## config.mk

```make
export PLATFORM = sky130hd
export DESIGN_NAME = wb_arbiter
export DESIGN_NICKNAME = d
export VERILOG_FILES = /design/src/rtl/mips_core_pkg.sv /design/src/rtl/rr_priority_picker.sv /design/src/rtl/wb_arbiter.sv
export SDC_FILE = /design/constraint.sdc
export NUM_CORES = 1
export LEC_CHECK = 0
export CAP_MARGIN = 20
export CORE_MARGIN = 1
export CORE_UTILIZATION = 41
export DETAILED_ROUTE_END_ITERATION = 6
export PLACE_DENSITY_LB_ADDON = 0.08
export SLEW_MARGIN = 20
export SYNTH_ARGS = -nofsm -noshare
export SYNTH_HDL_FRONTEND = slang
export SYNTH_SLANG_ARGS = --single-unit
export TNS_END_PERCENT = 50
```

## constraint.sdc

```tcl
create_clock -name clk -period 4.6 [get_ports clk]
set_clock_uncertainty 0.2 [all_clocks]
set_input_delay 1.15 -clock clk [delete_from_list [all_inputs] [get_ports clk]]
set_output_delay 1.15 -clock clk [all_outputs]
set_load 0.01 [all_outputs]
```

## src/rtl/mips_core_pkg.sv

```systemverilog
// Shared core definitions: datapath widths and write-back requester indices.
package mips_core_pkg;

    localparam int PHYS_REG_NUM_INDEX = 6;
    localparam int DATA_WIDTH = 32;
    localparam int ACTIVE_LIST_SIZE_INDEX = 5;

    localparam int WB_NUM_REQ = 3;

    typedef enum logic [1:0] {
        WB_REQ_ALU = 2'd0,
        WB_REQ_MEM = 2'd1,
        WB_REQ_MUL = 2'd2
    } wb_req_e;

endpackage

```

## src/rtl/rr_priority_picker.sv

```systemverilog
// Combinational round-robin picker: first set request at or after ptr wins.
module rr_priority_picker #(
    parameter int N = 3,
    parameter int PW = (N > 1) ? $clog2(N) : 1
) (
    input  logic [N-1:0]  req,
    input  logic [PW-1:0] ptr,
    output logic [N-1:0]  grant,
    output logic          grant_valid
);

    int idx;

    always_comb begin
        grant = '0;
        grant_valid = 1'b0;
        idx = 0;
        for (int k = 0; k < N; k++) begin
            idx = (int'(ptr) + k) % N;
            if (!grant_valid && req[idx]) begin
                grant[idx] = 1'b1;
                grant_valid = 1'b1;
            end
        end
    end

endmodule

```

## src/rtl/wb_arbiter.sv

```systemverilog
// Write-back arbiter: round-robin grant among result producers, one registered
// write-back/commit per cycle.
module wb_arbiter
    import mips_core_pkg::*;
#(
    parameter int NUM_REQ = WB_NUM_REQ
) (
    input  logic clk,
    input  logic rst_n,
    input  logic [NUM_REQ-1:0] req_valid,
    output logic [NUM_REQ-1:0] req_ready,
    input  logic [NUM_REQ-1:0] req_uses_rw,
    input  logic [NUM_REQ-1:0][PHYS_REG_NUM_INDEX-1:0] req_rw_addr,
    input  logic [NUM_REQ-1:0][DATA_WIDTH-1:0] req_rw_data,
    input  logic [NUM_REQ-1:0][ACTIVE_LIST_SIZE_INDEX-1:0] req_al_id,
    input  logic flush,
    output logic wb_valid,
    output logic wb_uses_rw,
    output logic [PHYS_REG_NUM_INDEX-1:0] wb_rw_addr,
    output logic [DATA_WIDTH-1:0] wb_rw_data,
    output logic commit_valid,
    output logic [ACTIVE_LIST_SIZE_INDEX-1:0] commit_al_id
);

    localparam int PW = (NUM_REQ > 1) ? $clog2(NUM_REQ) : 1;

    logic [PW-1:0] rr_ptr;
    logic [NUM_REQ-1:0] grant;
    logic grant_valid;
    logic xfer;
    logic [PW-1:0] win;
    logic [PW-1:0] next_ptr;

    rr_priority_picker #(
        .N(NUM_REQ),
        .PW(PW)
    ) u_picker (
        .req(req_valid),
        .ptr(rr_ptr),
        .grant(grant),
        .grant_valid(grant_valid)
    );

    // Flush and reset both veto the grant before it reaches the requesters.
    assign req_ready = (flush || !rst_n) ? '0 : grant;
    assign xfer = grant_valid && !flush && rst_n;

    always_comb begin
        win = '0;
        for (int i = 0; i < NUM_REQ; i++) begin
            if (grant[i]) begin
                win = PW'(i);
            end
        end
    end

    assign next_ptr = (win == PW'(NUM_REQ - 1)) ? '0 : win + PW'(1);

    always_ff @(posedge clk or negedge rst_n) begin
        if (!rst_n) begin
            rr_ptr <= '0;
            wb_valid <= 1'b0;
            commit_valid <= 1'b0;
            wb_uses_rw <= 1'b0;
            wb_rw_addr <= '0;
            wb_rw_data <= '0;
            commit_al_id <= '0;
        end else begin
            wb_valid <= xfer;
            commit_valid <= xfer;
            if (xfer) begin
                rr_ptr <= next_ptr;
                wb_uses_rw <= req_uses_rw[win];
                wb_rw_addr <= req_rw_addr[win];
                wb_rw_data <= req_rw_data[win];
                commit_al_id <= req_al_id[win];
            end
        end
    end

endmodule

```

==> After elaboration in Yosys (flattened, before gate mapping) <==
Index checks and enable logic that the tools add are counted.
Widths: inputs -> output; s select.
{ "totals": {"out_inout_bits": 49, "input_bits": 138, "wordCells": 67, "reg_bits": 47} }
{ "op_classes": {"n_addsub": 3, "n_mux": 33, "magnitude_cmp": 7, "bitwise": 2, "div_mod_pow": 3, "n_reduce_logical": 12, "eq_ne": 1} }
{ "op_table": {"columns": ["cell", "n"], "rows": [
  ["$ge 32x1->1 const B", 3],
  ["$lt 32x4->1 const B", 3],
  ["$bmux 32 s2", 1],
  ["$mod 32x3->32 const B", 2],
  ["$mod 3x3->32 const B", 1],
  ["$mux 32", 1],
  ["$mux 1", 14],
  ["$bmux 6 s2", 1],
  ["$mux 3", 4],
  ["$bmux 5 s2", 1],
  ["$bmux 1 s2", 4],
  ["$logic_and 1x1->1", 7],
  ["$demux 1 s2", 3],
  ["$mux 6", 1],
  ["$or 3x3->3", 2],
  ["$mux 5", 1],
  ["$logic_not 1->1", 4],
  ["$mux 2", 2],
  ["$add 2x1->3 const B", 1],
  ["$add 2x2->3 const B", 1],
  ["$lt 2x3->1 const B", 1],
  ["$add 2x1->2 const B", 1],
  ["$eq 2x2->1 const B", 1],
  ["$logic_or 1x1->1", 1]
]} }

==> Logic depth before layout (Yosys ltp) <==
Gate-level depths: netlist (run 1).
{ "logic_depth": {"word_depth": 15, "depth_mapped": 11, "depth_no_buf": 8} }

==> By module <==
A second synthesis (run 1) with hierarchy kept.
{ "hier_totals": {"cells_unflattened": 296, "hier_area_um2": 3104.2} }
{ "by_module_without_submodules": {"columns": ["mod", "cells_per_inst", "instances", "area_each_um2", "seq_area_each_um2"], "rows": [
  ["wb_arbiter", 255, 1, 2796.4, 1176.1],
  ["rr_priority_picker", 41, 1, 307.8, 0.0]
]} }

==> Worst setup path after synthesis (run 1) <==
No wires, ideal clock.
{ "synth_timing": {"path_type": "input port to output port", "start": "in req_valid[2]", "end": "out req_ready[2]", "path_buffers": 2, "t_required_ns": 3.250, "path_slack_ns": 1.099, "stages": 7, "arrival_ns": 2.151, "path_cell_list": "nor2b_1 > mux2_1 > a21oi_1 > o21a_2 > buf_6 > buf_4 > nor2_1"} }
{ "synth_via": {"elab_chain_cells": 11, "word_cells_on_any_way": 21, "classes_between": "mux (15); bitwise (2); reduce/logical (4)"} }
{ "synth_lines": {"columns": ["element", "line", "text"], "rows": [
  ["from (decl)", "wb_arbiter.sv:10", "input logic [NUM_REQ-1:0] req_valid,"],
  ["$bmux 1 s2", "rr_priority_picker.sv:20", "if (!grant_valid && req[idx]) begin"],
  ["$mux 1 (not written as such) (2 in series)", "rr_priority_picker.sv:20", null],
  ["$mux 1", "rr_priority_picker.sv:20", null],
  ["$logic_not 1->1", "rr_priority_picker.sv:20", null],
  ["$logic_and 1x1->1", "rr_priority_picker.sv:20", null],
  ["$mux 1", "rr_priority_picker.sv:20", null],
  ["$logic_not 1->1", "rr_priority_picker.sv:20", null],
  ["$logic_and 1x1->1", "rr_priority_picker.sv:20", null],
  ["$mux 3 *", "rr_priority_picker.sv:20", null],
  ["$mux 3 *", "wb_arbiter.sv:45", "assign req_ready = (flush || !rst_n) ? '0 : grant;"],
  ["to (decl)", "wb_arbiter.sv:11", "output logic [NUM_REQ-1:0] req_ready,"]
]} }
Mark *: on every way between the ends. The rest lies on a longest branch, timed or not. The select of a mux whose other input is x is not followed.

==> Final worst setup path (run 1) <==
{ "layout_timing": {"start": "in req_valid[2]", "end": "out req_ready[1]"} }
The elaborated chain is that of the path after synthesis.

==> summary.txt, run 1 <==
Outcome
  – Status: finished clean

Place
  – Routability cong.: 0.890
  – Port Buffer Count: 186
  – Final HPWL DP: 6390 µm
  – Post-Place Cells: 564
  – DP Area: 5010 µm²

Floorplanning
  – Die area: 8130 µm²
  – # IOs: 187
  – Initial core utilization: 43.2%
  – Die height: 90.1 µm
  – Die X: 90.1 µm
  – Std cell rows: 31
  – Core area: 7370 µm²

Yosys
  – Primary FF master, synth: dfrtp_1
  – Compound-cell area share of the yosys netlist: 25.8%
  – Synth area leaders: dfrtp_1, mux2i_1, a21oi_2, o31ai_1, nand2b_1
  – Post-synthesis mux area share: 15.8%
  – Most common cell in the netlist: nand2b_1
  – Synth Area in Simple Gates: 11.9%
  – Syn Area/Cell: 10.5 µm²
  – Syn Std Cell Area: 3190 µm²
  – Synth cell types: 28
  – Top cells by count, synth: nand2b_1, mux2i_1, dfrtp_1, o31ai_1, a21oi_2
  – Register area share after synthesis: 36.9%
  – Synth Register Bits: 47
  – Synth Instances: 302
  – Post-Synth Adder-Cell Area: 1.57%
  – Synth area leader: dfrtp_1
  – XOR/XNOR Fraction of Synth Area: 0%
  – Post-synth top area share: 36.9%
  – Post-synth net total: 444
  – Largest family of logic cells by synthesized area: compound AO/OA/AOI/OAI gates
  – Async set-reset flop share out of synthesis: 100%
  – Synth warnings: 0
  – Post-synth EDFFs: 0

Critical path
  – CP Launch Point: req_valid[2]
  – Worst Setup Start Kind: input port
  – Worst Setup Path Type: input port to primary output
  – R2R depth: 10
  – Reg-to-Reg Start: rr_ptr[1]
  – R2R Path End: wb_rw_data[0]
  – Worst EP arrival: 3.08 ns
  – Crit-path max FO: 7
  – Worst EP required: 3.25 ns
  – Flop2flop setup slack: 1.37 ns
  – Critical Path End Type: primary output

Clocking
  – Root Buffer: clkbuf_8
  – Post-CTS setup buffers: 0
  – Cts bufs inserted: 5
  – Worst-Skew Late Latency: 0.29 ns
  – Resized Gates After CTS: 0
  – CTS tree: built
  – Worst-path clk slew: 0.08 ns
  – CTS HTree Levels: 2
  – CTS Hold Buffers Added: 0
  – Clk sinks: 47
  – Clock Tree Buf Depth: 2

Route
  – DR iter-0 viols: 79
  – WL/cell: 15.6 µm
  – Via count: 2894
  – Vias per cell: 5.06
  – Final wirelength: 8900 µm
  – Drc violations: 0
  – TritonRoute pass-1 iters: 4
  – Routed Antenna Nets: 0

STA
  – Max-Slew Margin vs Limit: 38.3%
  – Min Tclk post-route: 4.43 ns
  – Crit share post-route: 96.4%
  – TNS Setup: 0 ns
  – RSZ-0062 raised after global routing: false
  – Actual slew at the worst max-slew pin: 0.926 ns
  – Max Slew Vio Count: 0
  – Fin. Hold Viols: 0
  – Max Fclk: 0.226 GHz
  – # setup viols final: 0

Global routing
  – Gr ovfl total: 0
  – Number of global-route vias before repair: 2970
  – Pin count of the biggest net entering global routing: 92
  – Initial antenna violation count: 1
  – Total track usage: 22.6%
  – Global-route wire length before repair: 14800 µm

Run
  – Number of max-cap violations: 0

Cells and area
  – Final cell area excluding filler cells: 5120 µm²
  – Fin cells: 572
  – Final Net Count: 614
  – Layout cell share with drive strength beyond 1: 12.5%
  – P&R area growth vs syn: 60.8%
  – Layout filler cell count: 592

Power and ir drop
  – Power Density: 575 nW/µm²
  – Lkg Pwr: 1.94 nW
  – Tot Pwr: 0.00295 W
  – Max rail drop VDD: 0.251 mV

Hold path
  – Hold path depth: 1
  – Worst hold endpoint: rr_ptr[1]
  – Min-delay src: rr_ptr[1]
  – Hold Crit Class: flip-flop to flip-flop
-- per-stage QoR --
step | utilization (%) | hold slack, ns | setup slack [ns]
after floorplan | - | 0.326 | 1.10
after global placement | 68.0 | 0.357 | 0.176
after detailed placement | 68.0 | 0.368 | 0.122
after CTS | 69.4 | 0.392 | 0.118
after global routing | 69.5 | 0.414 | 0.0595
final | 69.5 | 0.387 | 0.167
-- critical path, stage by stage --
cell             delay (ns)
clkdlybuf4s50_1        0.59
nand2b_1               0.12
a22oi_2                0.33
o41ai_4                0.13
inv_2                  0.07
and2_1                 0.14
clkdlybuf4s50_1        0.55
-- cell type report --
class / instances / area, µm² / share of cell area [%]
diodes: 1 / 2.50 / 0.0489
clock buffers: 6 / 72.6 / 1.42
clock inverters: 1 / 30.0 / 0.586
inverters: 7 / 26.3 / 0.513
multi-input cells: 220 / 1780 / 34.7
flip-flops and latches: 47 / 1180 / 23.0
well taps: 99 / 124 / 2.42
repair buffers: 191 / 1910 / 37.3
-- state kept, by name, summed over array words and instances, names as in the netlist --
| name | count |
|---|---|
| commit_al_id | 5 |
| commit_valid | 1 |
| rr_ptr | 2 |
| wb_rw_addr | 6 |
| wb_rw_data | 32 |
| wb_uses_rw | 1 |
-- how the worst max path moves through the flow --
| stage | endpoint | depth (start not counted) |
|---|---|---|
| after global routing | req_ready[1] | 7 |
| after global placement | req_ready[1] | 7 |
| after floorplan | req_ready[2] | 7 |
| final | req_ready[1] | 7 |
| after CTS | req_ready[0] | 8 |
| after detailed placement | req_ready[0] | 8 |
-- logic make-up (layout without fill, tap and decap cells) --
| kind of cell | Yosys count | in the layout |
|---|---|---|
| buf+inv | 35 | 205 |
| simple gates | 63 | 63 |
| compound gates | 103 | 103 |
| fa+ha+maj | 4 | 4 |
| other cells | 0 | 1 |
| flops | 47 | 47 |
| mux | 50 | 50 |
-- layout by cell type, fill, tap and decap left out, types with 2 or more instances in the layout --
cell	netlist	layout
o21ai_0	3	3
nor2_1	5	5
clkdlybuf4s50_1	0	183
dlymetal6s2s_1	0	2
ha_1	4	4
dfrtp_1	47	47
a22o_1	2	2
nand2_1	2	2
buf_4	8	4
inv_1	6	6
a21oi_1	6	6
nand2b_1	50	50
a21oi_2	41	41
clkbuf_8	0	5
o31ai_1	45	45
mux2i_1	49	49
-- power breakdown --
part           leakage [nW]  total [W]  internal, W  switching, W
Clock                0.0513   0.000297     0.000160      0.000138
Sequential            0.519   0.000704     0.000613     0.0000907
Combinational          1.37    0.00195     0.000972      0.000973
-- per-layer routing --
layer  routed length, µm  part of all wire [%]  global-route usage [%]  up-vias
li1                    -                     -                       -     1436
met4                 159                   1.8                    7.26        0
met5                   0                     0                       0        -
met2                4340                    49                    37.2      106
met3                 608                   6.8                    7.02       12
met1                3790                    43                    28.1     1340
(Power assumes the default switching activity.)
==> run 2: changes to the inputs <==
==> constraint.sdc (replaced) <==
create_clock -name clk -period 4.6 [get_ports clk]
set_clock_uncertainty 0.2 [all_clocks]
set_input_delay 0.69 -clock clk [delete_from_list [all_inputs] [get_ports clk]]
set_output_delay 0.69 -clock clk [all_outputs]
set_load 0.01 [all_outputs]
==> summary.txt, run 2 (synthesis gave the netlist of run 1 again) <==
Cells and area
  – Layout cell share with drive strength beyond 1: 12.9%
  – Biggest registers after layout: wb_rw_data: 32 flops, wb_rw_addr: 6 flops, commit_al_id: 5 flops
  – Multi-input logic area: 1780 µm²
  – Largest register by flop count: wb_rw_data
  – Final Net Count: 615
  – Layout filler cell count: 591
  – Register area: 1180 µm²
  – Most frequent cells in the layout: clkdlybuf4s50_1, nand2b_1, mux2i_1, dfrtp_1, o31ai_1
  – Commonest non-fill, non-tap cell in the layout: clkdlybuf4s50_1
  – P&R area growth vs syn: 61.8%
  – Largest register FFs: 32
  – Fin cells: 574

Route
  – DR iter-0 viols: 85
  – WL/cell: 15.4 µm
  – Drc violations: 0
  – TritonRoute pass-1 iters: 4
  – Via count: 2906
  – Routed Antenna Nets: 0
  – Final wirelength: 8850 µm
  – Vias per cell: 5.06

Clocking
  – CTS Hold Buffers Added: 0
  – Post-CTS setup buffers: 0
  – Clock Tree Buf Depth: 2
  – Resized Gates After CTS: 0
  – Clk sinks: 47
  – Root Buffer: clkbuf_8
  – Worst-path clk slew: 0.08 ns
  – Cts bufs inserted: 5
  – CTS tree: built
  – CTS HTree Levels: 2
  – Worst-Skew Late Latency: 0.29 ns

Global routing
  – Gr ovfl total: 0
  – Initial antenna violation count: 1
  – Number of global-route vias before repair: 3011
  – Pin count of the biggest net entering global routing: 92
  – Total track usage: 22.5%
  – Global-route wire length before repair: 14700 µm

STA
  – Min Tclk post-route: 3.60 ns
  – Max Fclk: 0.278 GHz
  – Crit share post-route: 78.2%
  – Max Slew Vio Count: 0
  – RSZ-0062 raised after global routing: false
  – Actual slew at the worst max-slew pin: 0.929 ns
  – TNS Setup: 0 ns
  – Max-Slew Margin vs Limit: 38.1%
  – Fin. Hold Viols: 0
  – # setup viols final: 0

Hold path
  – Hold Crit Class: input port to asynchronous set/reset pin

Critical path
  – Worst Setup Start Kind: flip-flop
  – CP Launch Point: rr_ptr[0]
  – Reg-to-Reg Start: rr_ptr[1]
  – Setup crit end: req_ready[1]
  – Worst EP required: 3.71 ns
  – Worst Setup Path Type: flip-flop to primary output
  – Crit-path max FO: 10
  – R2R Path End: wb_rw_data[0]
  – R2R depth: 10
  – Flop2flop setup slack: 1.35 ns
  – Critical Path End Type: primary output
  – Worst EP arrival: 2.71 ns

Power and ir drop
  – Max rail drop VDD: 0.305 mV
  – Lkg Pwr: 1.94 nW
  – Power Density: 586 nW/µm²

Floorplanning
  – Die area: 8130 µm²
  – Std cell rows: 31
  – Die height: 90.1 µm
  – Initial core utilization: 43.2%
  – # IOs: 187
  – Core area: 7370 µm²
  – Die X: 90.1 µm

Place
  – Routability cong.: 0.809
  – Post-Place Cells: 565
  – Final HPWL DP: 6610 µm
  – Port Buffer Count: 186

Outcome
  – Status: finished clean

Run
  – Number of max-cap violations: 0
[run 2: worst max-delay path: stages (launching register included)]
cell and delay, ns:
dfrtp_1 0.41, inv_1 0.08, ha_1 0.43, nand2b_1 0.22, o32ai_1 0.33, a32o_4 0.25
and2_1 0.14, clkdlybuf4s50_1 0.56
[run 2: cell type report]
class,instances,share of cell area (%)
inverter,7,0.510
clock buffer,6,1.41
multi-input combinational,220,34.5
tap,99,2.40
sequential,47,22.8
clock inverter,2,1.17
timing repair buffer,192,37.1
antenna,1,0.0486
[run 2: per-layer routing]
metal	vias up	share of wire (%)	GRT usage [%]
met5	-	0	0
met4	0	0.77	6.18
met3	6	6.8	6.43
met2	105	52	40.5
met1	1362	40	25.7
li1	1433	-	-
[run 2: how the worst min path moves through the flow]
stage | startpoint | endpoint | slack (ns) | cells past startpoint
finish | rst_n | wb_rw_addr[5] | 0.33 | 2
detailed placement | rr_ptr[1] | rr_ptr[1] | 0.37 | 1
global placement | rr_ptr[1] | rr_ptr[1] | 0.35 | 1
CTS | rst_n | wb_rw_data[1] | 0.35 | 2
floorplan | rst_n | commit_al_id[0] | 0.19 | 0
global route | rst_n | wb_rw_data[12] | 0.38 | 2
[run 2: report_power, final]
part / internal (W) / switching (W)
sequential: 0.000614 / 0.0000937
combinational: 0.000981 / 0.000980
clock: 0.000217 / 0.000137
total: 0.00181 / 0.00121
[run 2: per-stage QoR]
| step | util, % | setup slack (ns) | hold slack (ns) | total power, W | instance area, µm² |
|---|---|---|---|---|---|
| final | 69.9 | 1.00 | 0.327 | 0.00302 | 5150 |
| after detailed placement | 68.1 | 0.992 | 0.368 | 0.00268 | 5020 |
| after global placement | 68.1 | 1.03 | 0.353 | 0.00264 | 5020 |
| after CTS | 69.9 | 0.993 | 0.347 | 0.00305 | 5150 |
| after floorplan | - | 1.91 | 0.194 | 0.00203 | 3190 |
| after global routing | 69.9 | 0.817 | 0.378 | 0.00324 | 5150 |
